==> config.mk <==
export PLATFORM = sky130hd
export DESIGN_NAME = button_event_ctrl_flat
export DESIGN_NICKNAME = d
export VERILOG_FILES = /design/src/rtl/button_event_ctrl_if.sv /design/src/rtl/button_event_ctrl.sv /design/src/flat_wrapper.sv
export SDC_FILE = /design/constraint.sdc
export NUM_CORES = 1
export LEC_CHECK = 0
export ABC_AREA = 1
export BUFFER_PORTS_ARGS = -buffer_cell sky130_fd_sc_hd__buf_2
export CAP_MARGIN = 0
export CELL_PAD_IN_SITES_DETAIL_PLACEMENT = 1
export CELL_PAD_IN_SITES_GLOBAL_PLACEMENT = 2
export CORE_MARGIN = 2
export CORE_UTILIZATION = 34
export DETAILED_ROUTE_END_ITERATION = 7
export HOLD_SLACK_MARGIN = 0.12
export PLACE_DENSITY = 0.83
export SLEW_MARGIN = 20
export SYNTH_ARGS = -nofsm -noshare
export SYNTH_HDL_FRONTEND = slang
export SYNTH_SLANG_ARGS = --single-unit
export TNS_END_PERCENT = 1
==> constraint.sdc <==
create_clock -name clk -period 2.1 [get_ports clk]
set_clock_uncertainty 0.1 [all_clocks]
set_input_delay 0.21 -clock clk [delete_from_list [all_inputs] [get_ports clk]]
set_output_delay 0.21 -clock clk [all_outputs]
set_load 0.05 [all_outputs]
==> src/rtl/button_event_ctrl_if.sv <==
// Event port of the button controller: one serialized press/release event per handshake.
// The controller drives it through the master modport; the consumer uses the slave modport.
interface button_event_ctrl_if #(
    parameter int N_BTN = 4
) ();
    localparam int IW = (N_BTN > 1) ? $clog2(N_BTN) : 1;

    logic          evt_valid;
    logic          evt_ready;
    logic [IW-1:0] evt_id;
    logic          evt_press;
    logic          evt_drop;

    modport master (
        output evt_valid,
        output evt_id,
        output evt_press,
        output evt_drop,
        input  evt_ready
    );

    modport slave (
        input  evt_valid,
        input  evt_id,
        input  evt_press,
        input  evt_drop,
        output evt_ready
    );
endinterface

==> src/rtl/button_event_ctrl.sv <==
// Debounces N push-buttons on a shared sample tick and serializes the qualified
// press/release events onto one valid/ready port through a round-robin arbiter.
module button_event_ctrl #(
    parameter int N_BTN        = 4,
    parameter int CLK_DIV      = 100000,
    parameter int STABLE_TICKS = 10
) (
    input  logic                clk,
    input  logic                rst_n,
    input  logic [N_BTN-1:0]    btn_in,
    output logic [N_BTN-1:0]    btn_level,
    button_event_ctrl_if.master evt
);
    localparam int IW = $clog2(N_BTN);
    localparam int CW = $clog2(CLK_DIV);
    localparam int SW = $clog2(STABLE_TICKS + 1);

    localparam logic [1:0] ST_RELEASED    = 2'd0;
    localparam logic [1:0] ST_PRESS_CHK   = 2'd1;
    localparam logic [1:0] ST_PRESSED     = 2'd2;
    localparam logic [1:0] ST_RELEASE_CHK = 2'd3;

    logic [N_BTN-1:0] r_sync1, r_sync2;
    logic [CW-1:0]    r_cnt;
    logic             w_tick;
    logic [1:0]       r_state [N_BTN];
    logic [SW-1:0]    r_stab  [N_BTN];
    logic [N_BTN-1:0] r_level;
    logic [N_BTN-1:0] r_pend, r_ptype;
    logic [N_BTN-1:0] w_post, w_postType, w_clr, w_drop;
    logic             r_valid, r_press, r_drop;
    logic [IW-1:0]    r_id, r_rr, w_pick;
    logic             w_found, w_load;

    always_ff @(posedge clk or negedge rst_n) begin
        if (!rst_n) begin
            r_sync1 <= '0;
            r_sync2 <= '0;
        end else begin
            r_sync1 <= btn_in;
            r_sync2 <= r_sync1;
        end
    end

    assign w_tick = (r_cnt == CW'(CLK_DIV - 1));

    always_ff @(posedge clk or negedge rst_n) begin
        if (!rst_n)      r_cnt <= '0;
        else if (w_tick) r_cnt <= '0;
        else             r_cnt <= r_cnt + 1'b1;
    end

    // A post fires on the tick that completes the stable window of a check state.
    always_comb begin
        w_post     = '0;
        w_postType = '0;
        for (int i = 0; i < N_BTN; i++) begin
            w_postType[i] = (r_state[i] == ST_PRESS_CHK);
            w_post[i] = w_tick && (r_stab[i] == SW'(STABLE_TICKS - 1)) &&
                        (((r_state[i] == ST_PRESS_CHK)   &&  r_sync2[i]) ||
                         ((r_state[i] == ST_RELEASE_CHK) && !r_sync2[i]));
        end
    end

    always_ff @(posedge clk or negedge rst_n) begin
        if (!rst_n) begin
            r_level <= '0;
            for (int i = 0; i < N_BTN; i++) begin
                r_state[i] <= ST_RELEASED;
                r_stab[i]  <= '0;
            end
        end else begin
            for (int i = 0; i < N_BTN; i++) begin
                case (r_state[i])
                    ST_RELEASED: if (r_sync2[i]) begin
                        r_state[i] <= ST_PRESS_CHK;
                        r_stab[i]  <= '0;
                    end
                    ST_PRESS_CHK: begin
                        if (!r_sync2[i]) begin
                            r_state[i] <= ST_RELEASED;
                        end else if (w_post[i]) begin
                            r_state[i] <= ST_PRESSED;
                            r_level[i] <= 1'b1;
                        end else if (w_tick) begin
                            r_stab[i]  <= r_stab[i] + 1'b1;
                        end
                    end
                    ST_PRESSED: if (!r_sync2[i]) begin
                        r_state[i] <= ST_RELEASE_CHK;
                        r_stab[i]  <= '0;
                    end
                    default: begin
                        if (r_sync2[i]) begin
                            r_state[i] <= ST_PRESSED;
                        end else if (w_post[i]) begin
                            r_state[i] <= ST_RELEASED;
                            r_level[i] <= 1'b0;
                        end else if (w_tick) begin
                            r_stab[i]  <= r_stab[i] + 1'b1;
                        end
                    end
                endcase
            end
        end
    end

    // Round-robin: the first pending button after the last one served wins.
    always_comb begin
        w_found = 1'b0;
        w_pick  = '0;
        for (int k = 1; k <= N_BTN; k++) begin
            for (int j = 0; j < N_BTN; j++) begin
                if (!w_found && r_pend[j] && (j == (int'(r_rr) + k) % N_BTN)) begin
                    w_found = 1'b1;
                    w_pick  = IW'(j);
                end
            end
        end
    end

    assign w_load = !r_valid || evt.evt_ready;

    always_comb begin
        w_clr  = '0;
        w_drop = '0;
        for (int i = 0; i < N_BTN; i++) begin
            w_clr[i]  = w_load && w_found && (w_pick == IW'(i));
            w_drop[i] = w_post[i] && r_pend[i] && !w_clr[i];
        end
    end

    // A post in the cycle its pend bit is loaded re-arms the bit, so nothing is lost.
    always_ff @(posedge clk or negedge rst_n) begin
        if (!rst_n) begin
            r_pend  <= '0;
            r_ptype <= '0;
            r_drop  <= 1'b0;
        end else begin
            for (int i = 0; i < N_BTN; i++) begin
                if (w_post[i]) begin
                    r_pend[i]  <= 1'b1;
                    r_ptype[i] <= w_postType[i];
                end else if (w_clr[i]) begin
                    r_pend[i]  <= 1'b0;
                end
            end
            r_drop <= |w_drop;
        end
    end

    always_ff @(posedge clk or negedge rst_n) begin
        if (!rst_n) begin
            r_valid <= 1'b0;
            r_id    <= '0;
            r_press <= 1'b0;
            r_rr    <= '0;
        end else if (w_load) begin
            r_valid <= w_found;
            if (w_found) begin
                r_id    <= w_pick;
                r_press <= r_ptype[w_pick];
                r_rr    <= w_pick;
            end
        end
    end

    assign btn_level     = r_level;
    assign evt.evt_valid = r_valid;
    assign evt.evt_id    = r_id;
    assign evt.evt_press = r_press;
    assign evt.evt_drop  = r_drop;
endmodule

==> src/flat_wrapper.sv <==
// flat-port wrapper written by rule: the top's interface ports become plain ports
module button_event_ctrl_flat 
#(
    parameter int N_BTN        = 4,
    parameter int CLK_DIV      = 100000,
    parameter int STABLE_TICKS = 10
)
  (clk, rst_n, btn_in, btn_level, evt_evt_valid, evt_evt_id, evt_evt_press, evt_evt_drop, evt_evt_ready);
  button_event_ctrl_if #(.N_BTN(N_BTN)) evt_i ();
  input  logic clk;
  input  logic rst_n;
  input  logic [N_BTN-1:0] btn_in;
  output logic [N_BTN-1:0] btn_level;
  output wire logic [$bits(evt_i.evt_valid)-1:0] evt_evt_valid;
  output wire logic [$bits(evt_i.evt_id)-1:0] evt_evt_id;
  output wire logic [$bits(evt_i.evt_press)-1:0] evt_evt_press;
  output wire logic [$bits(evt_i.evt_drop)-1:0] evt_evt_drop;
  input wire logic [$bits(evt_i.evt_ready)-1:0] evt_evt_ready;
  assign evt_evt_valid = evt_i.evt_valid;
  assign evt_evt_id = evt_i.evt_id;
  assign evt_evt_press = evt_i.evt_press;
  assign evt_evt_drop = evt_i.evt_drop;
  assign evt_i.evt_ready = evt_evt_ready;
  button_event_ctrl #(.N_BTN(N_BTN), .CLK_DIV(CLK_DIV), .STABLE_TICKS(STABLE_TICKS)) u_core (.clk(clk), .rst_n(rst_n), .btn_in(btn_in), .btn_level(btn_level), .evt(evt_i));
endmodule
==> results.cfg, run 1 <==
[layout]
nNetsFinal = 616
n_antenna_cell = 0
drive_gt1_share_pct = 29.8
syn_to_final_growth_pct = 35.3
final_common_cell = inv_1
most-common-layout-cells = 79 x inv_1, 67 x nand2_1, 66 x buf_4, 64 x dfrtp_1, 55 x nor2_1

[clocking]
htreeDepth = 3
cts_tree = built
cts.sinks = 66
numCtsBuffers = 9
ctsRootBufferMaster = clkbuf_16
clock_path_buffers = 2
clk_pin_slew_ns = 0.06
insertion_delay_ns = 0.34

[synthesis]
syn_avg_cell_area_um2 = 7.94
syn-cell-area_um2 = 3840
syn-num-nets = 516
yosys.area.top_type = dfrtp_1
yosys_warnings = 0
synthFlopType = dfrtp_1
syn_inst = 484
ys_types = 37
ys_seq_area_share_pct = 43.0
ys_ff_latch = 66
netlist.area_leader.share_pct = 43.0
async_flop_share_pct = 100
synth-edff-count = 0
synth.area.top_cells = dfrtp_1 43%, inv_1 8.4%, ha_1 8.1%, nand2_1 7.6%, nor2_1 6.4%

[sta]
worst_pin_slew_ns = 0.442
fin_crit_sh_pct = 108
hold_viol_final = 0
period_minus_slack_ns = 2.26
drv_slew = 0
rsz0062_at_grt = true
max_freq_ghz = 0.443
relSlewSlack_pct = 70.5
setup_viol = 8
fin_ws_ns = -0.159

[status]
outcome = finished, violations left
violations = setup timing

[worst_hold_path]
min_path_type = in -> async

[placed_design]
io_buffers = 15
globalplace.congestion = 0.793
post-place-ws_ns = -0.287
hpwl_mm = 7.18

[routing]
post_drt_wl_per_cell_um = 13.5
antenna_left = 0
drt_iter0_markers = 95
vias_per_cell = 4.83
drt-total-wl_mm = 9.80
drtPass1Iterations = 4
drc = 0
vias = 3519

[floorplan]
num_io_pins = 16
die_w_um = 110
start_util_pct = 35.1
die_h_um = 110
dieArea_um2 = 12200
rows = 38
core-area_um2 = 10900

[power]
power_density_nw_per_um2 = 1260
p_leak_nw = 2.57
peakVddDrop_mv = 0.737
power_mw = 6.55

[grt]
grt_pass1_wl_mm = 16.9
grtUsageTotal_pct = 17.9
overflow = 0
grt_pass1_vias = 3733
grt_antenna_before_repair = 0
grt_max_degree = 26

[run]
maxCapViolCount = 0

[critical_path]
path_delay_family = simple AND/OR/NAND/NOR gates
slowest_delay_ns = 0.47
cp.required_ns = 2.23
startpoint_type = flop
cp.arrival_ns = 2.39
end_kind = flop
worst-path-buf-inv = 3
cp_common_cell = nor2_4
path_cells = inv_2 -> nand3_2 -> nand2_2 -> nor2_4 -> nand4_4 -> nor2_4 -> nand4_4 -> nor2_4 -> o2111ai_2 -> nand2_2 -> buf_6 -> nand3_4 -> nand3_2 -> nand2_1 -> inv_1 -> nand2_1
path_max_fanout = 6
critPathKind = reg -> reg
crit_slowest_cell = dfrtp_2
-- flip-flops by register name (all words and copies together) (netlist names), 4 cells and up, named ones only --
register	count
u_core.btn_level	4
u_core.r_cnt	17
u_core.r_pend	4
u_core.r_ptype	4
u_core.r_stab	16
u_core.r_state	4
u_core.r_sync1	4
u_core.r_sync2	4
-- stage by stage --
step                std cells  setup TNS [ns]  hold slack (ns)  instance area, um^2  util (%)
CTS                       722          -0.501            0.248                 5060      46.3
floorplan                 484          -0.102           -0.186                 3840         -
finish                    728          -0.794            0.246                 5200      47.6
global placement          693          -0.774           0.0859                 4500      41.2
detailed placement        693           -1.81           0.0893                 4500      41.2
global route              728           -5.32            0.265                 5200      47.6
-- where the power goes --
part	switching (mW)	internal, mW
Clock	0.546	0.939
Combinational	1.93	1.39
Sequential	0.247	1.50
Total	2.72	3.83
-- cell families after synthesis --
kind of cell	synth area share, %
AOI/OAI and AO/OA	9.96
xor gates and xnor gates	1.37
adders and majority gates	8.14
buffers and inverters	9.80
DFF	43.0
muxes	0.782
and+or+nand+nor	27.0
-- timing repair --
action                                  CTS  global route
resized for setup                        37            30
endpoints found under the setup margin   26            43
pin swaps                                17            25
hold buffers                              6             0
cloned                                    0             0
setup buffers                             8             6
hold endpoints to repair                 45             0
-- metal layers --
layer	vias to the layer above	global-route usage, %	wire length [um]
met4	0	6.96	183
met5	-	0	0
met1	1716	21.9	4480
li1	1761	-	-
met2	24	31.0	4950
met3	18	3.41	183
-- layout make-up --
type                            count  area [um^2]
Multi-Input combinational cell    323         2040
Inverter                           92          345
Timing Repair Buffer               92          696
Clock buffer                       10          239
Fill cell                        1323         5740
Sequential cell                    66         1650
Tap cell                          140          175
Clock inverter                      5         55.1
-- cells in the mapped netlist, drive strengths merged (4+ instances only) --
| cell | instances |
|---|---|
| nor3 | 13 |
| dfrtp | 66 |
| nand4 | 16 |
| xor2 | 6 |
| a21oi | 14 |
| nor2 | 71 |
| a31oi | 4 |
| nand2 | 80 |
| nand3 | 34 |
| o21ai | 30 |
| ha | 25 |
| o21a | 4 |
| inv | 92 |
-- worst paths after layout --
kind                                      startpoint              endpoint  slack (ns)  depth (start not counted)
worst max-delay path            u_core.evt.evt_id[1]   u_core.evt.evt_drop       -0.16                         16
worst min-delay path                           rst_n       u_core.r_cnt[0]        0.25                          2
worst max register to register  u_core.evt.evt_id[1]   u_core.evt.evt_drop       -0.16                         16
worst min register to register     u_core.r_sync1[3]     u_core.r_sync2[3]        0.25                          0
max in group asynchronous                      rst_n  u_core.evt.evt_id[0]        1.07                          3
min in group clk                   u_core.r_sync1[3]     u_core.r_sync2[3]        0.25                          0
No activity file was read; power rests on OpenSTA's default activity.
==> run 2, diff against run 1 <==
ABC_AREA = unset   (was 1)
CORE_UTILIZATION = 36   (was 34)
==> run 2 against run 1 <==
  * The run now ends clean
  * Sequential power down 7%
  * Synthesized area shrank 5.0%
  * Clock power decreased by 17%
  * Critical path depth is 10 lower
  * Core utilization fell by 1.2 points
  * Count of clock-buffer cells in the layout is the same
  * Flip-flop and latch count stayed put
  * Largest cell class unchanged
  * Highest routed layer unchanged
==> results.cfg, run 2 <==
[critical_path]
crit_cells = 6
startpoint_type = flop
r2r_setup_slack_ns = 0.04
worst-path-buf-inv = 1
slowest_delay_ns = 0.42
path_delay_family = simple AND/OR/NAND/NOR gates
crit_end = u_core.r_ptype[3]
rr_worst_depth = 6
path_max_fanout = 12
cp.required_ns = 2.23
reg2reg_from = u_core.r_cnt[0]
critPathKind = reg -> reg
end_kind = flop
path_cells = ha_4 -> and4_4 -> nand4_1 -> buf_6 -> nor2_1 -> mux2_2
critPathLaunch = u_core.r_cnt[0]
cp.arrival_ns = 2.19
worstReg2RegEnd = u_core.r_ptype[3]
crit_slowest_cell = dfrtp_1

[sta]
max_freq_ghz = 0.486
fin_ws_ns = 0.0443
relSlewSlack_pct = 65.5
tns_ns = 0
fin_crit_sh_pct = 97.9
period_minus_slack_ns = 2.06
hold_slack_ns = 0.247
hold_viol_final = 0
drv_slew = 0
rsz0062_at_grt = true
setup_viol = 0
worst_pin_slew_ns = 0.518

[status]
outcome = finished, final reports clean

[clocking]
clk_pin_slew_ns = 0.08
cts.sinks = 66
ctsRootBufferMaster = clkbuf_8
cts_tree = built
insertion_delay_ns = 0.36
clock_path_buffers = 2
numCtsBuffers = 9
htreeDepth = 3

[layout]
nNetsFinal = 471
largestRegisters = u_core.r_cnt: 17 flops, u_core.r_stab: 16 flops
stdcell_count = 577
final_area_um2 = 4550
final_common_cell = dfrtp_1
top_register = u_core.r_cnt
largest_reg_flops = 17
nFillCells = 1137
fin_util_pct = 46.4
syn_to_final_growth_pct = 24.8
most-common-layout-cells = 61 x dfrtp_1, 41 x nand2_1, 39 x nor2_1, 30 x buf_4, 26 x o21ai_0
n_antenna_cell = 0
drive_gt1_share_pct = 26.6

[synthesis]
synth-edff-count = 0
ys_seq_area_share_pct = 45.3
yosys.area.top_type = dfrtp_1
ys_ff_latch = 66
async_flop_share_pct = 100
syn-num-nets = 413
synth_mux_area_share_pct = 3.57
synthFlopType = dfrtp_1
synth_top_family_by_area = simple AND/OR/NAND/NOR gates
synthXorXnorAreaFrac_pct = 4.08
synth.area.top_cells = dfrtp_1 45%, ha_1 8.6%, nor2_1 4.3%, o21ai_0 4.3%, nand2_1 4.2%
ys_types = 57
yosys_warnings = 0
synth_compound_area_share_pct = 14.9
syn_avg_cell_area_um2 = 9.58
syn_inst = 381
syn-cell-area_um2 = 3650
synth.most_common_cell = dfrtp_1
ys_top_cells_by_count = 66 x dfrtp_1, 42 x nor2_1, 41 x nand2_1
netlist.area_leader.share_pct = 45.3
synth_fa_ha_area_share_pct = 8.57
yosys.area_share.simple_pct = 20.6

[floorplan]
core-area_um2 = 9820
die_h_um = 105
die_w_um = 105
num_io_pins = 16
start_util_pct = 37.2
rows = 36
dieArea_um2 = 11000

[placed_design]
post-place-ws_ns = -0.108
dp.cells = 550
io_buffers = 15
postPlaceCellArea_um2 = 4080
hpwl_mm = 6.34
globalplace.congestion = 0.802

[grt]
grtUsageTotal_pct = 17.5
grt_pass1_wl_mm = 15.4
overflow = 0
grt_max_degree = 22
grt_antenna_before_repair = 0
grt_pass1_vias = 3186

[routing]
vias = 3025
post_drt_wl_per_cell_um = 15.5
antenna_left = 0
drtPass1Iterations = 5
drc = 0
drt-total-wl_mm = 8.95
vias_per_cell = 5.24
drt_iter0_markers = 101

[power]
p_leak_nw = 2.11
power_density_nw_per_um2 = 1050
peakVddDrop_mv = 0.386
power_mw = 4.80

[worst_hold_path]
min_path_type = in -> async

[run]
maxCapViolCount = 0
[run 2: repair_timing]
item                                    4_1_cts  5_1_grt
hold buffers                                  6        0
endpoints found under the setup margin       16       23
buffers inserted                              1        4
gates resized for setup                       7       38
pin swaps                                     0       10
endpoints found under the hold margin        44        0
[run 2: worst min-delay path by stage]
stage / start / endpoint / slack (ns)
after floorplan: rst_n / async pin / -0.19
after global placement: rst_n / u_core.r_cnt[15] / 0.11
after detailed placement: rst_n / u_core.r_cnt[15] / 0.11
after CTS: rst_n / u_core.r_cnt[4] / 0.25
after global routing: u_core.r_sync1[3] / u_core.r_sync2[3] / 0.27
final: rst_n / u_core.r_cnt[4] / 0.25
[run 2: final cells by class]
cell class | instances | area (um^2) | area share (%)
Inverter | 21 | 78.8 | 1.73
Timing Repair Buffer | 54 | 403 | 8.85
Clock buffer | 10 | 128 | 2.80
Sequential cell | 66 | 1660 | 36.4
Clock inverter | 6 | 90.1 | 1.98
Multi-Input combinational cell | 287 | 2030 | 44.6
Tap cell | 133 | 166 | 3.65
[run 2: report_power, final]
part / internal, mW / switching, mW / total, mW / leakage [nW]
combinational: 0.839 / 1.10 / 1.94 / 1.14
sequential: 1.44 / 0.189 / 1.63 / 0.859
clock: 0.673 / 0.552 / 1.23 / 0.107
[run 2: worst reg2reg max path: cells and delay by family, from the launching register on]
kind | cells | cell delay (ns)
and+or+nand+nor | 3 | 0.69
muxes | 1 | 0.38
DFF | 1 | 0.42
buffers and inverters | 1 | 0.19
adders and majority gates | 1 | 0.17
[run 2: cells by family after synthesis]
logic type,count (synthesis)
xor gates and xnor gates,17
and+or+nand+nor,145
adders and majority gates,25
muxes,12
AOI/OAI and AO/OA,88
DFF,66
buffers and inverters,28
[run 2: layer usage]
metal / up-vias / routed length (um) / track usage [%]
li1: 1449 / - / -
met1: 1532 / 4150 / 22.6
met2: 30 / 4460 / 29.0
met3: 14 / 200 / 3.37
met4: 0 / 143 / 6.86
met5: - / 0 / 0
